`src/rtl/decode_stage.sv`:
```
// decode_stage: register-file read and immediate decode into a single output register slice.
// Define DECODE_STAGE_WB_BYPASS_EN to forward same-edge write-back data into captured and held operands.
module decode_stage #(
    parameter int XLEN  = 32,
    parameter int NREGS = 32,
    parameter int IMMW  = 16
) (
    input  logic                       clk,
    input  logic                       rst_n,
    input  logic                       in_valid,
    output logic                       in_ready,
    input  logic [$clog2(NREGS)-1:0]   in_rs,
    input  logic [$clog2(NREGS)-1:0]   in_rt,
    input  logic [$clog2(NREGS)-1:0]   in_rd,
    input  logic [IMMW-1:0]            in_imm,
    input  logic                       wb_en,
    input  logic [$clog2(NREGS)-1:0]   wb_rt,
    input  logic [$clog2(NREGS)-1:0]   wb_rd,
    input  logic                       wb_reg_dst,
    input  logic                       wb_mem_to_reg,
    input  logic [XLEN-1:0]            wb_alu_data,
    input  logic [XLEN-1:0]            wb_mem_data,
    output logic                       out_valid,
    input  logic                       out_ready,
    output logic [XLEN-1:0]            out_rs_data,
    output logic [XLEN-1:0]            out_rt_data,
    output logic [XLEN-1:0]            out_sext_imm,
    output logic [XLEN-1:0]            out_sext_imm_sl2,
    output logic [XLEN-1:0]            out_zext_imm,
    output logic [XLEN-1:0]            out_jr_target,
    output logic [$clog2(NREGS)-1:0]   out_rs,
    output logic [$clog2(NREGS)-1:0]   out_rt,
    output logic [$clog2(NREGS)-1:0]   out_rd
);
    localparam int AW = $clog2(NREGS);

    logic [XLEN-1:0] regs [NREGS];

    logic [AW-1:0]   wb_addr;
    logic [XLEN-1:0] wb_data;
    logic            wb_hit;
    logic            accept;
    logic [XLEN-1:0] rs_rd_p0;
    logic [XLEN-1:0] rt_rd_p0;

    logic            vld_p1;
    logic [XLEN-1:0] rs_data_p1;
    logic [XLEN-1:0] rt_data_p1;
    logic [XLEN-1:0] sext_p1;
    logic [XLEN-1:0] sext_sl2_p1;
    logic [XLEN-1:0] zext_p1;
    logic [AW-1:0]   rs_p1;
    logic [AW-1:0]   rt_p1;
    logic [AW-1:0]   rd_p1;

    function automatic logic [XLEN-1:0] sext_imm(input logic [IMMW-1:0] imm);
        return {{(XLEN-IMMW){imm[IMMW-1]}}, imm};
    endfunction

    function automatic logic [XLEN-1:0] zext_imm(input logic [IMMW-1:0] imm);
        return {{(XLEN-IMMW){1'b0}}, imm};
    endfunction

    // Register 0 is never written, so it keeps its reset value of zero.
    assign wb_addr  = wb_reg_dst ? wb_rd : wb_rt;
    assign wb_data  = wb_mem_to_reg ? wb_mem_data : wb_alu_data;
    assign wb_hit   = wb_en && (wb_addr != '0);
    assign in_ready = !vld_p1 || out_ready;
    assign accept   = in_valid && in_ready;

    always_ff @(posedge clk or negedge rst_n) begin
        if (!rst_n) begin
            for (int i = 0; i < NREGS; i++) regs[i] <= '0;
        end else if (wb_hit) begin
            regs[wb_addr] <= wb_data;
        end
    end

    // ---- p0: operand read (pre-write contents unless bypass is built in) ----
    always_comb begin
        rs_rd_p0 = regs[in_rs];
        rt_rd_p0 = regs[in_rt];
`ifdef DECODE_STAGE_WB_BYPASS_EN
        if (wb_hit && (wb_addr == in_rs)) rs_rd_p0 = wb_data;
        if (wb_hit && (wb_addr == in_rt)) rt_rd_p0 = wb_data;
`endif
    end

    // ---- p1: output bundle register ----
    always_ff @(posedge clk or negedge rst_n) begin
        if (!rst_n) begin
            vld_p1      <= 1'b0;
            rs_data_p1  <= '0;
            rt_data_p1  <= '0;
            sext_p1     <= '0;
            sext_sl2_p1 <= '0;
            zext_p1     <= '0;
            rs_p1       <= '0;
            rt_p1       <= '0;
            rd_p1       <= '0;
        end else if (accept) begin
            vld_p1      <= 1'b1;
            rs_data_p1  <= rs_rd_p0;
            rt_data_p1  <= rt_rd_p0;
            sext_p1     <= sext_imm(in_imm);
            sext_sl2_p1 <= sext_imm(in_imm) << 2;
            zext_p1     <= zext_imm(in_imm);
            rs_p1       <= in_rs;
            rt_p1       <= in_rt;
            rd_p1       <= in_rd;
        end else if (out_ready) begin
            vld_p1 <= 1'b0;
`ifdef DECODE_STAGE_WB_BYPASS_EN
        end else if (vld_p1 && wb_hit) begin
            // A stalled bundle tracks later writes to its source registers.
            if (wb_addr == rs_p1) rs_data_p1 <= wb_data;
            if (wb_addr == rt_p1) rt_data_p1 <= wb_data;
`endif
        end
    end

    assign out_valid        = vld_p1;
    assign out_rs_data      = rs_data_p1;
    assign out_rt_data      = rt_data_p1;
    assign out_jr_target    = rs_data_p1;
    assign out_sext_imm     = sext_p1;
    assign out_sext_imm_sl2 = sext_sl2_p1;
    assign out_zext_imm     = zext_p1;
    assign out_rs           = rs_p1;
    assign out_rt           = rt_p1;
    assign out_rd           = rd_p1;

endmodule

```
`config.mk`:
```
export PLATFORM = sky130hd
export DESIGN_NAME = decode_stage
export DESIGN_NICKNAME = d
export VERILOG_FILES = /design/src/rtl/decode_stage.sv
export SDC_FILE = /design/constraint.sdc
export NUM_CORES = 2
export LEC_CHECK = 0
export CORE_UTILIZATION = 30
export DETAILED_ROUTE_END_ITERATION = 10
export HOLD_SLACK_MARGIN = 0.06
export MAX_ROUTING_LAYER = met4
export SETUP_SLACK_MARGIN = 0.05
export SLEW_MARGIN = 10
export SYNTH_ARGS = -nofsm -noshare
export SYNTH_HDL_FRONTEND = slang
export SYNTH_SLANG_ARGS = --single-unit
```
`constraint.sdc`:
```
create_clock -name clk -period 2.2 [get_ports clk]
set_input_delay 0.44 -clock clk [delete_from_list [all_inputs] [get_ports clk]]
set_output_delay 0.44 -clock clk [all_outputs]
set_load 0.05 [all_outputs]
```
# Word level (Yosys, flattened, before mapping)
# Cells that the tools add are included.
# classes
n_shift,0
eq_ne,0
addsub,0
bitwise_logic,3
div_mod_pow,0
multipliers,0
mux,13
n_reduce_logical,7
order_cmp,4
# ops
cell,count
$bwmux W1024,1
$bmux W32 S5,2
$mux W32,6
$demux W32 S5,1
$ge A6 B6 Y1 const B,3
$not A5 Y6,3
$lt A6 B1 Y1 const B,1
$mux W5,1
$reduce_bool A5 Y1,1
$logic_and A1 B1 Y1,3
$mux W1,2
$reduce_bool A2 Y1,1
$logic_not A1 Y1,1
$logic_or A1 B1 Y1,1
# totals
ram_bits,0
word_cells,68
in_bits,112
ff_bits,1152
out_inout_bits,209
latch_bits,0
rom_bits,0
memories,0

# Logic depth before layout (Yosys ltp)
# logic_depth
word_depth,7
depth_mapped,10
depth_no_buf,5

# Least setup slack after synthesis
# Ideal clock, no wire load.
# synth_path
kind,register to register
start,register vld_p1 (netlist: out_valid)
end,register rs_data_p1[12] (netlist: out_jr_target[12])
path_buffers,3
path_slack_ns,-0.149
arrival_ns,2.263
synth_period_minus_slack_ns,2.349
setup_ns,0.086
required_time_ns,2.114
stages_incl_launch_ff,8
cell_sequence,dfrtp_1 nand2b_1 and2_1 clkbuf_1 clkbuf_1 clkbuf_1 nor2_1 nor3_1
# synth_between
elab_chain_cells,3
# synth_lines
item,line,text
"start, declared",46,logic vld_p1;
"start signal, assigned",92,vld_p1 <= 1'b0;
"start signal, assigned",102,vld_p1 <= 1'b1;
"start signal, assigned",112,vld_p1 <= 1'b0;
$logic_not A1 Y1,68,assign in_ready = !vld_p1 || out_ready;
$logic_or A1 B1 Y1,68,
via in_ready,11,"output logic in_ready,"
$logic_and A1 B1 Y1,69,assign accept = in_valid && in_ready;
"end signal, assigned",103,rs_data_p1 <= rs_rd_p0;
"end, declared",47,logic [XLEN-1:0] rs_data_p1;
# The timed path passes the listed nets, and every way through them passes these cells.
# A chain may end at the register's enable or synchronous reset.

# Worst setup path in the final report
# layout_path
start,register vld_p1 (netlist: out_valid)
end,register rs_data_p1[29] (netlist: out_jr_target[29])
# layout_between
elab_chain_cells,3
# layout_lines
item,line
$logic_not A1 Y1,68
$logic_or A1 B1 Y1,68
$logic_and A1 B1 Y1,69
# Every way passes these cells.

==> metrics.cfg <==
[run_status]
outcome = finished, final reports clean

[sta]
fmax_mhz = 469
setup_viol = 0
fin_skew_ns = 0.0516
tns_ns = 0
worstMarginPinSlew_ns = 0.641
min_period_over_period_pct = 96.9
fin_crit_ns = 2.13
rsz0062_at_grt = yes
slew_headroom_pct = 57.2
slew_violations = 0
final-hold-violation-count = 0

[power_and_ir_drop]
power_switching_mw = 24.6
powerDensity_nw_per_um2 = 1030
ir_worst_vdd_mv = 0.738
switching_share_pct = 32.9
p_leak_nw = 30.7
p_int_mw = 50.2
clkPwrFrac_pct = 29.9
pwr-share-comb_pct = 27.7
power_frac_seq_pct = 42.4

[finish]
final_cell_mix = 1142 x nor2_1, 1116 x dfrtp_1, 992 x a21oi_1, 409 x buf_4, 397 x mux4_2
multiInputGateArea_um2 = 26600
finalNonFillerCells = 8269
area_growth_pct = 26.5
drive_above_1_share_pct = 27.6
finish.utilization_pct = 38.2
nets = 5763
seq_area_um2 = 28000
layout_commonest_cell = nor2_1
n_fill_cell = 18152
final_cell_area_um2 = 72700

[synth]
avgSynthCellArea_um2 = 10.9
synth_warnings = 0
synth_cells = 5269
synthDistinctLibCells = 43
synth-edff-count = 0
synthArstFlopShare_pct = 100
synth_area_um2 = 57500
synth-seq-area-share_pct = 48.8
synth_ff_type = dfrtp_1
ys_seq_elements = 1120

[global_routing]
grt_pass1_vias = 45208
grt_pass1_wl_um = 308000
grt_use_total_pct = 22.1
grt_antenna_before_repair = 9
overflow = 0
grt_max_degree = 74

[critical_path]
startpoint_type = flop
cp-end-kind = flop
crit_type = flop to flop
crit_arrival_ns = 2.80
critPathRequiredTime_ns = 2.86
critical_path.max_fanout = 16

[die]
coreArea_um2 = 190000
dieWidth_um = 440
start_util_pct = 30.2
die_area_um2 = 193000
die_h_um = 440
rows = 160
io_pins = 321

[placed_design]
port-buffer-count = 302
hpwl_um = 143000
dp.cells = 8037
place_area_um2 = 68200
finalWeightedCongestion = 0.892

[routing]
vias = 45375
ant_nets = 0
firstDrtPassIters = 9
routed_via_density = 5.49
wirelength_um = 209000
wire_per_inst_um = 25.3
drt-initial-drc-count = 4547
drc = 0

[clock_network]
clkSinkCount = 1120
clock_path_buffers = 3
clk_pin_slew_ns = 0.07
numCtsBuffers = 121
cts_tree = built
htreeDepth = 3
clk_latency_ns = 0.78
cts_root_buffer = clkbuf_16

[job]
max_cap_violations = 0

[worst_hold_path]
min_path_type = primary input to asynchronous set/reset pin

-- registers in the layout, summed over array words and instances (netlist names) --
register and count:
out_rd 5, out_valid 1, out_rs 5, out_zext_imm 16
out_jr_target 32, regs 1024, out_rt 5, out_rt_data 32
-- power groups by stage --
stage	logic, mW	registers (mW)	clock network (mW)
3_5_place_dp	20.8	31.8	0
6_report	20.8	31.7	22.3
3_3_place_gp	20.3	31.4	0
2_1_floorplan	14.1	31.1	0
5_1_grt	22.6	32.4	23.4
4_1_cts	20.8	31.5	22.6
-- critical path, cell delays in order, from the launching register on --
cell and delay, ns:
dfrtp_1 0.49, nand2b_2 0.13, and2_4 0.27, nand2_2 0.14, buf_12 0.20, a2111oi_2 0.52, buf_4 0.21, nor3_1 0.05
-- per-stage QoR --
stage | setup slack [ns] | hold slack (ns) | total power, mW
floorplan | 0.0515 | 0.144 | 45.2
global placement | -0.921 | 0.365 | 51.7
detailed placement | -0.918 | 0.355 | 52.6
CTS | 0.0501 | 0.143 | 75.0
global route | 0.0252 | 0.175 | 78.4
finish | 0.0673 | 0.179 | 74.8
-- path summary, 6_finish.rpt --
check                                        from                            end  slack [ns]  cells after the start
max                         out_valid$_DFFE_PN0P_  out_jr_target[29]$_DFFE_PN0P_        0.07                      7
min in group clk                        in_imm[4]    out_zext_imm[4]$_DFFE_PN0P_        0.21                      3
min reg2reg                regs[1000]$_DFFE_PN0P_         regs[1000]$_DFFE_PN0P_        0.40                      0
min                                         rst_n          out_rt[3]$_DFFE_PN0P_        0.18                      2
max reg2reg                 out_valid$_DFFE_PN0P_  out_jr_target[29]$_DFFE_PN0P_        0.07                      7
max in group asynchronous                   rst_n    out_rt_data[24]$_DFFE_PN0P_        1.03                      4
-- logic make-up (layout without fill, tap and decap cells) --
group	after synthesis	count (layout)	synth area share (%)
flip-flops	1120	1120	48.8
AO/OA/AOI/OAI	1289	1289	12.5
AND/OR/NAND/NOR	1407	1407	10.1
multiplexers	798	798	22.8
buffers and inverters	654	1122	5.86
other	1	22	0.00653
-- synth_stat cells, drive strengths merged, types with 68 or more instances --
| cell type | number | area [um2] |
|---|---|---|
| a211oi | 68 | 510 |
| a21oi | 994 | 5000 |
| buf | 405 | 2430 |
| clkbuf | 245 | 920 |
| dfrtp | 1120 | 28000 |
| mux2 | 111 | 1250 |
| mux2i | 290 | 2900 |
| mux4 | 397 | 8940 |
| nand2 | 141 | 532 |
| nor2 | 1143 | 4290 |
| nor3 | 94 | 767 |
| o22ai | 91 | 569 |
-- layout make-up --
class / count / share of cell area, %
sequential: 1120 / 38.6
multi-input combinational: 3512 / 36.6
timing repair buffer: 892 / 14.4
clock buffer: 167 / 4.79
tap: 2511 / 4.32
clock inverter: 59 / 1.25
inverter: 4 / 0.0207
antenna: 4 / 0.0138
-- repair_timing --
action | in CTS | in global routing
hold buffers | 1 | 0
gates resized for setup | 362 | 24
endpoints found under the setup margin | 166 | 25
hold endpoints to repair | 436 | 0
gates cloned | 1 | 0
setup buffers | 0 | 0
-- per-layer routing --
metal	part of all wire, %	track usage [%]	vias up
met3	8.0	4.03	449
met5	0	-	-
met1	41	28.7	23146
li1	-	-	19616
met2	47	34.4	2164
met4	4.1	8.17	0
(Power assumes the default switching activity.)
